--- src/rtl/cpu_m.sv ---
// cpu_m: minimal 8-bit CPU fed by a bit-serial instruction stream.
//
// Frames are a start bit (1) followed by 8 data bits, MSB first. An
// instruction byte is {opcode[3:0], dst[1:0], src[1:0]}. LDI (A) and
// ADDI (F) take a second frame carrying the immediate.
//
// Ports:
//   clk    in  1  system clock, rising edge
//   rst_n  in  1  asynchronous active-low reset
//   ins    in  1  serial instruction stream, idles at 0
//   ra..rd out 8  general registers A..D
//   zf     out 1  zero flag of the last flag-setting result
//   sf     out 1  sign flag (bit 7) of the last flag-setting result
module cpu_m (
  input  logic       clk,
  input  logic       rst_n,
  input  logic       ins,
  output logic [7:0] ra,
  output logic [7:0] rb,
  output logic [7:0] rc,
  output logic [7:0] rd,
  output logic       zf,
  output logic       sf
);

  localparam int DATA_W = 8;

  typedef enum logic [2:0] {
    IDLE,
    SHIFT,
    WAIT_IMM,
    SHIFT_IMM,
    EXEC
  } state_t;

  state_t              state;
  state_t              state_nxt;
  logic [2:0]          cnt;
  logic [DATA_W-1:0]   sh;
  logic [DATA_W-1:0]   ir;
  logic [3:0][DATA_W-1:0] regs;

  logic [DATA_W-1:0]   byte_in;
  logic                byte_done;
  logic                needs_imm;
  logic [3:0]          op;
  logic [DATA_W-1:0]   dst_val;
  logic [DATA_W-1:0]   src_val;
  logic [DATA_W-1:0]   result;
  logic                wr_en;
  logic                flag_en;

  function automatic logic [DATA_W-1:0] alu(
    input logic [3:0]        opc,
    input logic [DATA_W-1:0] d,
    input logic [DATA_W-1:0] s,
    input logic [DATA_W-1:0] imm
  );
    logic [DATA_W-1:0] r;
    case (opc)
      4'h1:    r = s;
      4'h2:    r = d + s;
      4'h3:    r = d - s;
      4'h4:    r = d & s;
      4'h5:    r = d | s;
      4'h6:    r = d ^ s;
      4'h7:    r = ~s;
      4'h8:    r = {s[DATA_W-2:0], 1'b0};
      4'h9:    r = {1'b0, s[DATA_W-1:1]};
      4'hA:    r = imm;
      4'hB:    r = d - s;
      4'hC:    r = d + 8'd1;
      4'hD:    r = d - 8'd1;
      4'hF:    r = d + imm;
      default: r = '0;
    endcase
    return r;
  endfunction

  // Byte as it will look once the current data bit is shifted in.
  assign byte_in   = {sh[DATA_W-2:0], ins};
  assign byte_done = (cnt == 3'd7);
  assign needs_imm = (byte_in[7:4] == 4'hA) || (byte_in[7:4] == 4'hF);

  assign op      = ir[7:4];
  // Operands are read from the pre-instruction register file, so dst==src
  // naturally uses the old value.
  assign dst_val = regs[ir[3:2]];
  assign src_val = regs[ir[1:0]];

  always_comb begin
    result  = alu(op, dst_val, src_val, sh);
    wr_en   = (op != 4'h0) && (op != 4'hB);
    flag_en = (op != 4'h0) && (op != 4'h1) && (op != 4'hA);
  end

  always_comb begin
    state_nxt = state;
    case (state)
      IDLE:      if (ins) state_nxt = SHIFT;
      SHIFT:     if (byte_done) state_nxt = needs_imm ? WAIT_IMM : EXEC;
      WAIT_IMM:  if (ins) state_nxt = SHIFT_IMM;
      SHIFT_IMM: if (byte_done) state_nxt = EXEC;
      EXEC:      state_nxt = IDLE;   // a 1 on ins here is not a start bit
      default:   state_nxt = IDLE;
    endcase
  end

  always_ff @(posedge clk or negedge rst_n) begin
    if (!rst_n) state <= IDLE;
    else        state <= state_nxt;
  end

  always_ff @(posedge clk or negedge rst_n) begin
    if (!rst_n) begin
      cnt  <= '0;
      sh   <= '0;
      ir   <= '0;
      regs <= '0;
      zf   <= 1'b0;
      sf   <= 1'b0;
    end else begin
      case (state)
        SHIFT, SHIFT_IMM: begin
          cnt <= cnt + 3'd1;
          sh  <= byte_in;
          // Latch the opcode byte so the immediate frame can reuse sh.
          if (state == SHIFT && byte_done) ir <= byte_in;
        end
        EXEC: begin
          cnt <= '0;
          if (wr_en)   regs[ir[3:2]] <= result;
          if (flag_en) begin
            zf <= (result == '0);
            sf <= result[DATA_W-1];
          end
        end
        default: cnt <= '0;
      endcase
    end
  end

  assign ra = regs[0];
  assign rb = regs[1];
  assign rc = regs[2];
  assign rd = regs[3];

endmodule

--- config.mk ---
export PLATFORM = sky130hd
export DESIGN_NAME = cpu_m
export DESIGN_NICKNAME = d
export VERILOG_FILES = /design/src/rtl/cpu_m.sv
export SDC_FILE = /design/constraint.sdc
export NUM_CORES = 1
export LEC_CHECK = 0
export CAP_MARGIN = 20
export CORE_MARGIN = 10
export CORE_UTILIZATION = 63
export CTS_BUF_LIST = sky130_fd_sc_hd__clkbuf_16
export DETAILED_ROUTE_END_ITERATION = 6
export DONT_BUFFER_PORTS = 1
export PLACE_DENSITY = 0.79
export SLEW_MARGIN = 0
export SYNTH_ARGS = -nofsm -noshare
export SYNTH_HDL_FRONTEND = slang
export SYNTH_SLANG_ARGS = --single-unit
export TNS_END_PERCENT = 30
--- constraint.sdc ---
create_clock -name clk -period 11.4 [get_ports clk]
set_input_delay 1.14 -clock clk [delete_from_list [all_inputs] [get_ports clk]]
set_output_delay 1.14 -clock clk [all_outputs]
set_load 0.1 [all_outputs]
==> results.json, run 1 <==
{
  "die_area_um2": 10100,
  "dpl.hpwl_mm": 7.79,
  "final-setup-viol-count": 0,
  "syn2layout_area_growth_pct": 4.58,
  "fin_tns_setup_ns": 0,
  "htree_levels": 2,
  "mostFrequentLayoutCell": "dfrtp_1",
  "routed-via-count": 3331,
  "hold-path-cell-count": 1,
  "synth_mux_area_frac": 0.222,
  "cts_tree": "built",
  "worst_case_clock_skew_ns": 0.00921,
  "outcome": "finished, final reports clean",
  "floorplan.die.width_um": 100,
  "synth_adder_area_share": 0.0848,
  "max-clock-path-buffers": 2,
  "max_freq_mhz": 208,
  "pin_count": 37,
  "final-max-slew-violation-count": 0,
  "cellLeakagePower_uw": 0.00185,
  "slew-limit-headroom": 0.288,
  "post-route-period-util": 0.421,
  "routed_wl_mm": 10.8,
  "synth.lib_cells_used.distinct": 54,
  "initial_core_util": 0.645,
  "most-common-layout-cells": "56 x dfrtp_1, 44 x mux2_2, 31 x nand2_1",
  "timing_worst_setup_path_type": "flip-flop to flip-flop",
  "antenna_left": 0,
  "power.density_nw_per_um2": 216,
  "crit_path_end_kind": "flip-flop",
  "dr_wl_met3_mm": 1.29,
  "maxUsedRoutingLayer": "met4",
  "worst_max_slew_pin_slew_ns": 1.07,
  "drive_above_1_share": 0.194,
  "synth-seq-area-share": 0.344,
  "y_dimension_of_the_die_um": 100,
  "period_needed_ns": 4.80,
  "drt_iter0_markers": 361,
  "port_buffers": 0,
  "hold_class": "flip-flop to flip-flop",
  "dominant_combinational_cell_family_by_area_after_synthesis": "multiplexers",
  "core_area_um2": 6310,
  "postSynthNetCount": 433,
  "diodes_inserted": 0,
  "cts-resized-gates": 0,
  "grt_first_pass_wirelength_mm": 17.3,
  "wl_per_cell_um": 22.9,
  "met2WireLength_mm": 4.88,
  "timing.critical_path.from_type": "flip-flop",
  "synth_simple_gate_area_share": 0.114,
  "post-place-cells": 461,
  "ys_ff_latch": 56,
  "rsz0062_at_grt": "no",
  "fin_hold_ws_ns": 0.448,
  "grt_antenna_before_repair": 0,
  "drcViolationCount": 0,
  "maxCapViolations": 0,
  "design.final.nets": 421,
  "postSynthCellCount": 403,
  "dr.pass1.iters": 5,
  "clk_transition_reported_paths_ns": 0.08,
  "total_grt_usage": 0.214,
  "worstPathMaxFanout": 6,
  "grt_max_degree": 57,
  "worst-endpoint-required_ns": 11.61,
  "ctsRootBufferMaster": "clkbuf_16",
  "r2r.worst_path.cells": 16,
  "floorplan.rows": 29,
  "number_of_endpoints_with_negative_hold_slack_in_the_final_report": 0,
  "syn_avg_cell_area_um2": 10.1,
  "cts_hold_buf": 0,
  "final_cells": 469,
  "synth_xor_area_frac": 0.0227,
  "number_of_enable_type_register_cells_in_the_synthesized_netlist": 0,
  "cts_inserted_buffers": 5,
  "synth_compound_area_frac": 0.163,
  "worst-endpoint-arrival_ns": 5.01,
  "syn_area_um2": 4070,
  "vias_in_the_first_global_route": 3183,
  "met1_length_mm": 4.27,
  "globalplace.congestion": 1.02,
  "synth_warnings": 0,
  "insertion_delay_ns": 0.30,
  "async_s_r_ff_share_synth": 1.00,
  "post_cts.repair.setup_buffers": 0,
  "drt-vias-per-instance": 7.10,
  "worst_ir_drop_vdd_uv": 202,
  "globalRoute.totalOverflow": 0,
  "cts_sinks": 56,
  "synthFlopType": "dfrtp_1"
}
==> path summary, 6_finish.rpt <==
path | start | to | slack [ns]
hold / removal | cnt[0]$_DFF_PN0_ | cnt[0]$_DFF_PN0_ | 0.45
setup / recovery | rb[1]$_DFFE_PN0P_ | zf$_DFFE_PN0P_ | 6.60
max in group asynchronous | rst_n | rc[0]$_DFFE_PN0P_ | 10.75
setup reg to reg | rb[1]$_DFFE_PN0P_ | zf$_DFFE_PN0P_ | 6.60
hold reg to reg | cnt[0]$_DFF_PN0_ | cnt[0]$_DFF_PN0_ | 0.45
min in group asynchronous | rst_n | cnt[0]$_DFF_PN0_ | 0.53
==> through the flow <==
step	total power (µW)	cell area (µm²)	util	setup slack (ns)
finish	921	4260	0.675	6.60
global route	967	4260	0.675	6.22
CTS	912	4260	0.675	6.62
detailed placement	752	4110	0.651	6.59
global placement	741	4110	0.651	6.68
floorplan	654	4070	-	7.18
==> power by group <==
| group | switching, µW | internal [µW] | leakage [µW] | total [µW] |
|---|---|---|---|---|
| Combinational | 203 | 153 | 0.00104 | 355 |
| Sequential | 165 | 241 | 0.000741 | 406 |
| Clock | 76.8 | 83.2 | 0.0000680 | 160 |
| Total | 444 | 477 | 0.00185 | 921 |
==> cell type report <==
type                            count  area (µm²)
Sequential cell                    56        1400
Inverter                           26        97.6
Clock inverter                      3        26.3
Multi-Input combinational cell    297        2470
Tap cell                           77        96.3
Timing Repair Buffer                5        37.5
Clock buffer                        5         125
Fill cell                         485        2050
==> state kept, by name, summed over array words and instances (netlist names), 3 cells and up <==
| name | count |
|---|---|
| cnt | 3 |
| state | 3 |
| rc | 8 |
| rd | 8 |
| ra | 8 |
| ir | 8 |
| rb | 8 |
| sh | 8 |
==> layer usage <==
metal  up-vias  global-route usage
li1       1462                   -
met1      1615               0.282
met2       217               0.320
met3        37              0.0666
met4         0              0.0848
met5         -                   0
==> worst max-delay path, stage by stage, from the launching register on <==
cell	delay [ns]
dfrtp_1	0.97
mux4_2	0.52
inv_1	0.11
ha_1	0.29
nand3_1	0.06
o21ai_0	0.09
a22oi_1	0.34
inv_1	0.09
ha_1	0.32
a21o_1	0.17
a21oi_1	0.21
xor2_1	0.19
o221ai_1	0.15
a211o_1	0.32
nor4_1	0.43
nand2_1	0.11
o41ai_2	0.33
==> cell usage after synthesis (all sizes together) (7+ instances only) <==
| library cell | number | area [µm²] |
|---|---|---|
| dfrtp | 56 | 1400 |
| mux2 | 44 | 495 |
| nand2 | 31 | 116 |
| nor2 | 30 | 113 |
| o21ai | 29 | 149 |
| ha | 26 | 325 |
| inv | 25 | 93.8 |
| clkbuf | 18 | 67.6 |
| a21oi | 16 | 80.1 |
| mux4 | 16 | 360 |
| nor2b | 9 | 56.3 |
| o211ai | 7 | 52.6 |
==> kinds of logic (layout without fill, tap and decap cells) <==
| group | Yosys count | in the layout |
|---|---|---|
| compound gates | 98 | 98 |
| simple gates | 98 | 98 |
| mux | 65 | 65 |
| flops | 56 | 56 |
| buf+inv | 50 | 39 |
| fa+ha+maj | 27 | 27 |
| xor+xnor | 9 | 9 |
Power figures use the tool's default switching activity.
==> run 2: changes to the inputs <==
- CORE_UTILIZATION: 63 -> 58
- PLACE_DENSITY: 0.79 -> 0.76
- clock period: 11.4 -> 4.4 ns (I/O delays scaled with it)
==> run 2 against run 1 <==
Against the previous run: routed wire length up 13%; non-clock buffer count rose by 43; sequential power increased by 120%; clock power rose to 2.7 times the previous value; hold slack worse by 0.44 ns; register-to-register slack worse by 6.4 ns; via count increased by 5.3%; critical path depth is 3 lower; cell area grew 9.5%; clock skew decreased by 0.0052 ns; critical endpoint unchanged.
==> results.json, run 2 (synthesized netlist as in run 1, its figures left out) <==
{
  "grt_first_pass_wirelength_mm": 18.9,
  "antenna_left": 0,
  "net-switching-power_uw": 1180,
  "initial_core_util": 0.599,
  "diodes_inserted": 0,
  "max-clock-path-buffers": 2,
  "drcViolationCount": 0,
  "pin_count": 37,
  "cts_sinks": 56,
  "hold_class": "input pin to async pin",
  "most-common-layout-cells": "55 x dfrtp_1, 47 x buf_4, 44 x mux2_2",
  "cts_inserted_buffers": 5,
  "max_freq_mhz": 237,
  "grt_max_degree": 57,
  "worst-endpoint-required_ns": 4.58,
  "design.final.nets": 465,
  "power.share.switching": 0.463,
  "clk_transition_reported_paths_ns": 0.07,
  "syn2layout_area_growth_pct": 14.5,
  "final_cells": 530,
  "detailed_place.area_um2": 4450,
  "maxCapViolations": 0,
  "number_of_endpoints_with_negative_hold_slack_in_the_final_report": 0,
  "cp.buffers_inverters": 0,
  "htree_levels": 2,
  "routed-via-count": 3509,
  "crit_path_end_kind": "flip-flop",
  "power.share.combinational": 0.489,
  "post_route_design_area_um2": 4660,
  "drt_iter0_markers": 362,
  "floorplan.die.width_um": 104,
  "port_buffers": 0,
  "rsz0062_at_grt": "no",
  "mostFrequentLayoutCell": "dfrtp_1",
  "cellLeakagePower_uw": 0.00211,
  "globalplace.congestion": 0.996,
  "timing_worst_setup_path_type": "flip-flop to flip-flop",
  "slew-limit-headroom": 0.328,
  "fin_tns_setup_ns": 0,
  "sequentialPowerShare": 0.342,
  "worst-endpoint-arrival_ns": 4.39,
  "post-place-cells": 522,
  "drt-vias-per-instance": 6.62,
  "grt_antenna_before_repair": 0,
  "vias_in_the_first_global_route": 3430,
  "dpl.hpwl_mm": 8.76,
  "timing.critical_path.from_type": "flip-flop",
  "critical_path_cell_sequence": "mux4_2 -> nand2b_1 -> o31a_1 -> o221ai_1 -> ha_1 -> o21a_1 -> o31a_1 -> a211oi_1 -> a2111oi_1 -> nand2_1 -> nor4_2 -> nand2_1 -> o41ai_2",
  "final-setup-viol-count": 0,
  "internal_power_uw": 1380,
  "total_grt_usage": 0.214,
  "post-route-period-util": 0.957,
  "y_dimension_of_the_die_um": 104,
  "core_area_um2": 6790,
  "layout.core_utilization": 0.687,
  "cts_tree": "built",
  "worst_max_slew_pin_slew_ns": 1.01,
  "die_area_um2": 10800,
  "ctsRootBufferMaster": "clkbuf_16",
  "final-max-slew-violation-count": 0,
  "worstPathMaxFanout": 11,
  "clock_power_share": 0.168,
  "worst_case_clock_skew_ns": 0.00399,
  "slowest_stage": "dfrtp_1",
  "drive_above_1_share": 0.274,
  "period_needed_ns": 4.21,
  "outcome": "finished, final reports clean",
  "floorplan.rows": 30,
  "dr.pass1.iters": 5,
  "worst_ir_drop_vdd_uv": 412,
  "critPathTopFamily": "compound AO/OA/AOI/OAI gates",
  "routed_wl_mm": 12.1,
  "insertion_delay_ns": 0.29,
  "max_stage_delay_ns": 0.75,
  "power.density_nw_per_um2": 549,
  "globalRoute.totalOverflow": 0,
  "wl_per_cell_um": 22.8
}
-- run 2: cell types whose count changed in the layout (fill, tap and decap cells not counted) --
cell	change
nor4_1	-1
dfrtp_2	+1
a2111oi_1	+1
dfrtp_1	-1
mux4_1	+1
nor4_2	+1
buf_16	+1
clkinvlp_4	-2
inv_8	-1
buf_4	+42
a2111oi_0	-1
bufinv_16	+1
-- run 2: final timing paths --
check / start / endpoint / slack (ns) / cells past startpoint
max: rb[3]$_DFFE_PN0P_ / zf$_DFFE_PN0P_ / 0.19 / 13
min: rst_n / sh[1]$_DFFE_PN0N_ / 0.008 / 1
max reg2reg: rb[3]$_DFFE_PN0P_ / zf$_DFFE_PN0P_ / 0.19 / 13
min reg2reg: cnt[0]$_DFF_PN0_ / cnt[0]$_DFF_PN0_ / 0.44 / 1
max in group asynchronous: rst_n / ir[0]$_DFFE_PN0P_ / 4.16 / 1
min in group clk: ins / ir[0]$_DFFE_PN0P_ / 0.30 / 1
-- run 2: layout make-up --
| cell class | instances | area (µm²) |
|---|---|---|
| Timing Repair Buffer | 48 | 380 |
| Inverter | 26 | 97.6 |
| Sequential cell | 56 | 1400 |
| Clock buffer | 5 | 125 |
| Multi-Input combinational cell | 298 | 2510 |
| Fill cell | 519 | 2130 |
| Tap cell | 96 | 120 |
| Clock inverter | 1 | 30.0 |
-- run 2: routing by layer --
metal / vias up / track usage / part of all wire
li1: 1549 / - / -
met1: 1731 / 0.266 / 0.40
met2: 201 / 0.345 / 0.48
met3: 28 / 0.0613 / 0.10
met4: 0 / 0.0765 / 0.023
met5: - / 0 / 0
-- run 2: repair_timing --
item / CTS / global route
resized for setup: 0 / 3
buffers inserted: 0 / 0
hold buffers: 1 / 0
endpoints found under the hold margin: 56 / 0
endpoints found under the setup margin: 0 / 1
-- run 2: through the flow --
| step | setup slack (ns) | hold WS (ns) | total power (µW) |
|---|---|---|---|
| global placement | 0.263 | 0.146 | 2040 |
| finish | 0.189 | 0.00766 | 2560 |
| CTS | 0.102 | 0.0157 | 2510 |
| floorplan | 0.176 | 0.144 | 1700 |
| global route | 0.0121 | 0.0191 | 2680 |
| detailed placement | 0.209 | 0.146 | 2070 |
-- run 2: power by group through the flow --
stage | registers [µW] | clock network (µW) | logic (µW)
CTS | 870 | 434 | 1210
detailed placement | 885 | 0 | 1190
finish | 876 | 430 | 1250
global route | 894 | 452 | 1340
floorplan | 870 | 0 | 825
global placement | 874 | 0 | 1160
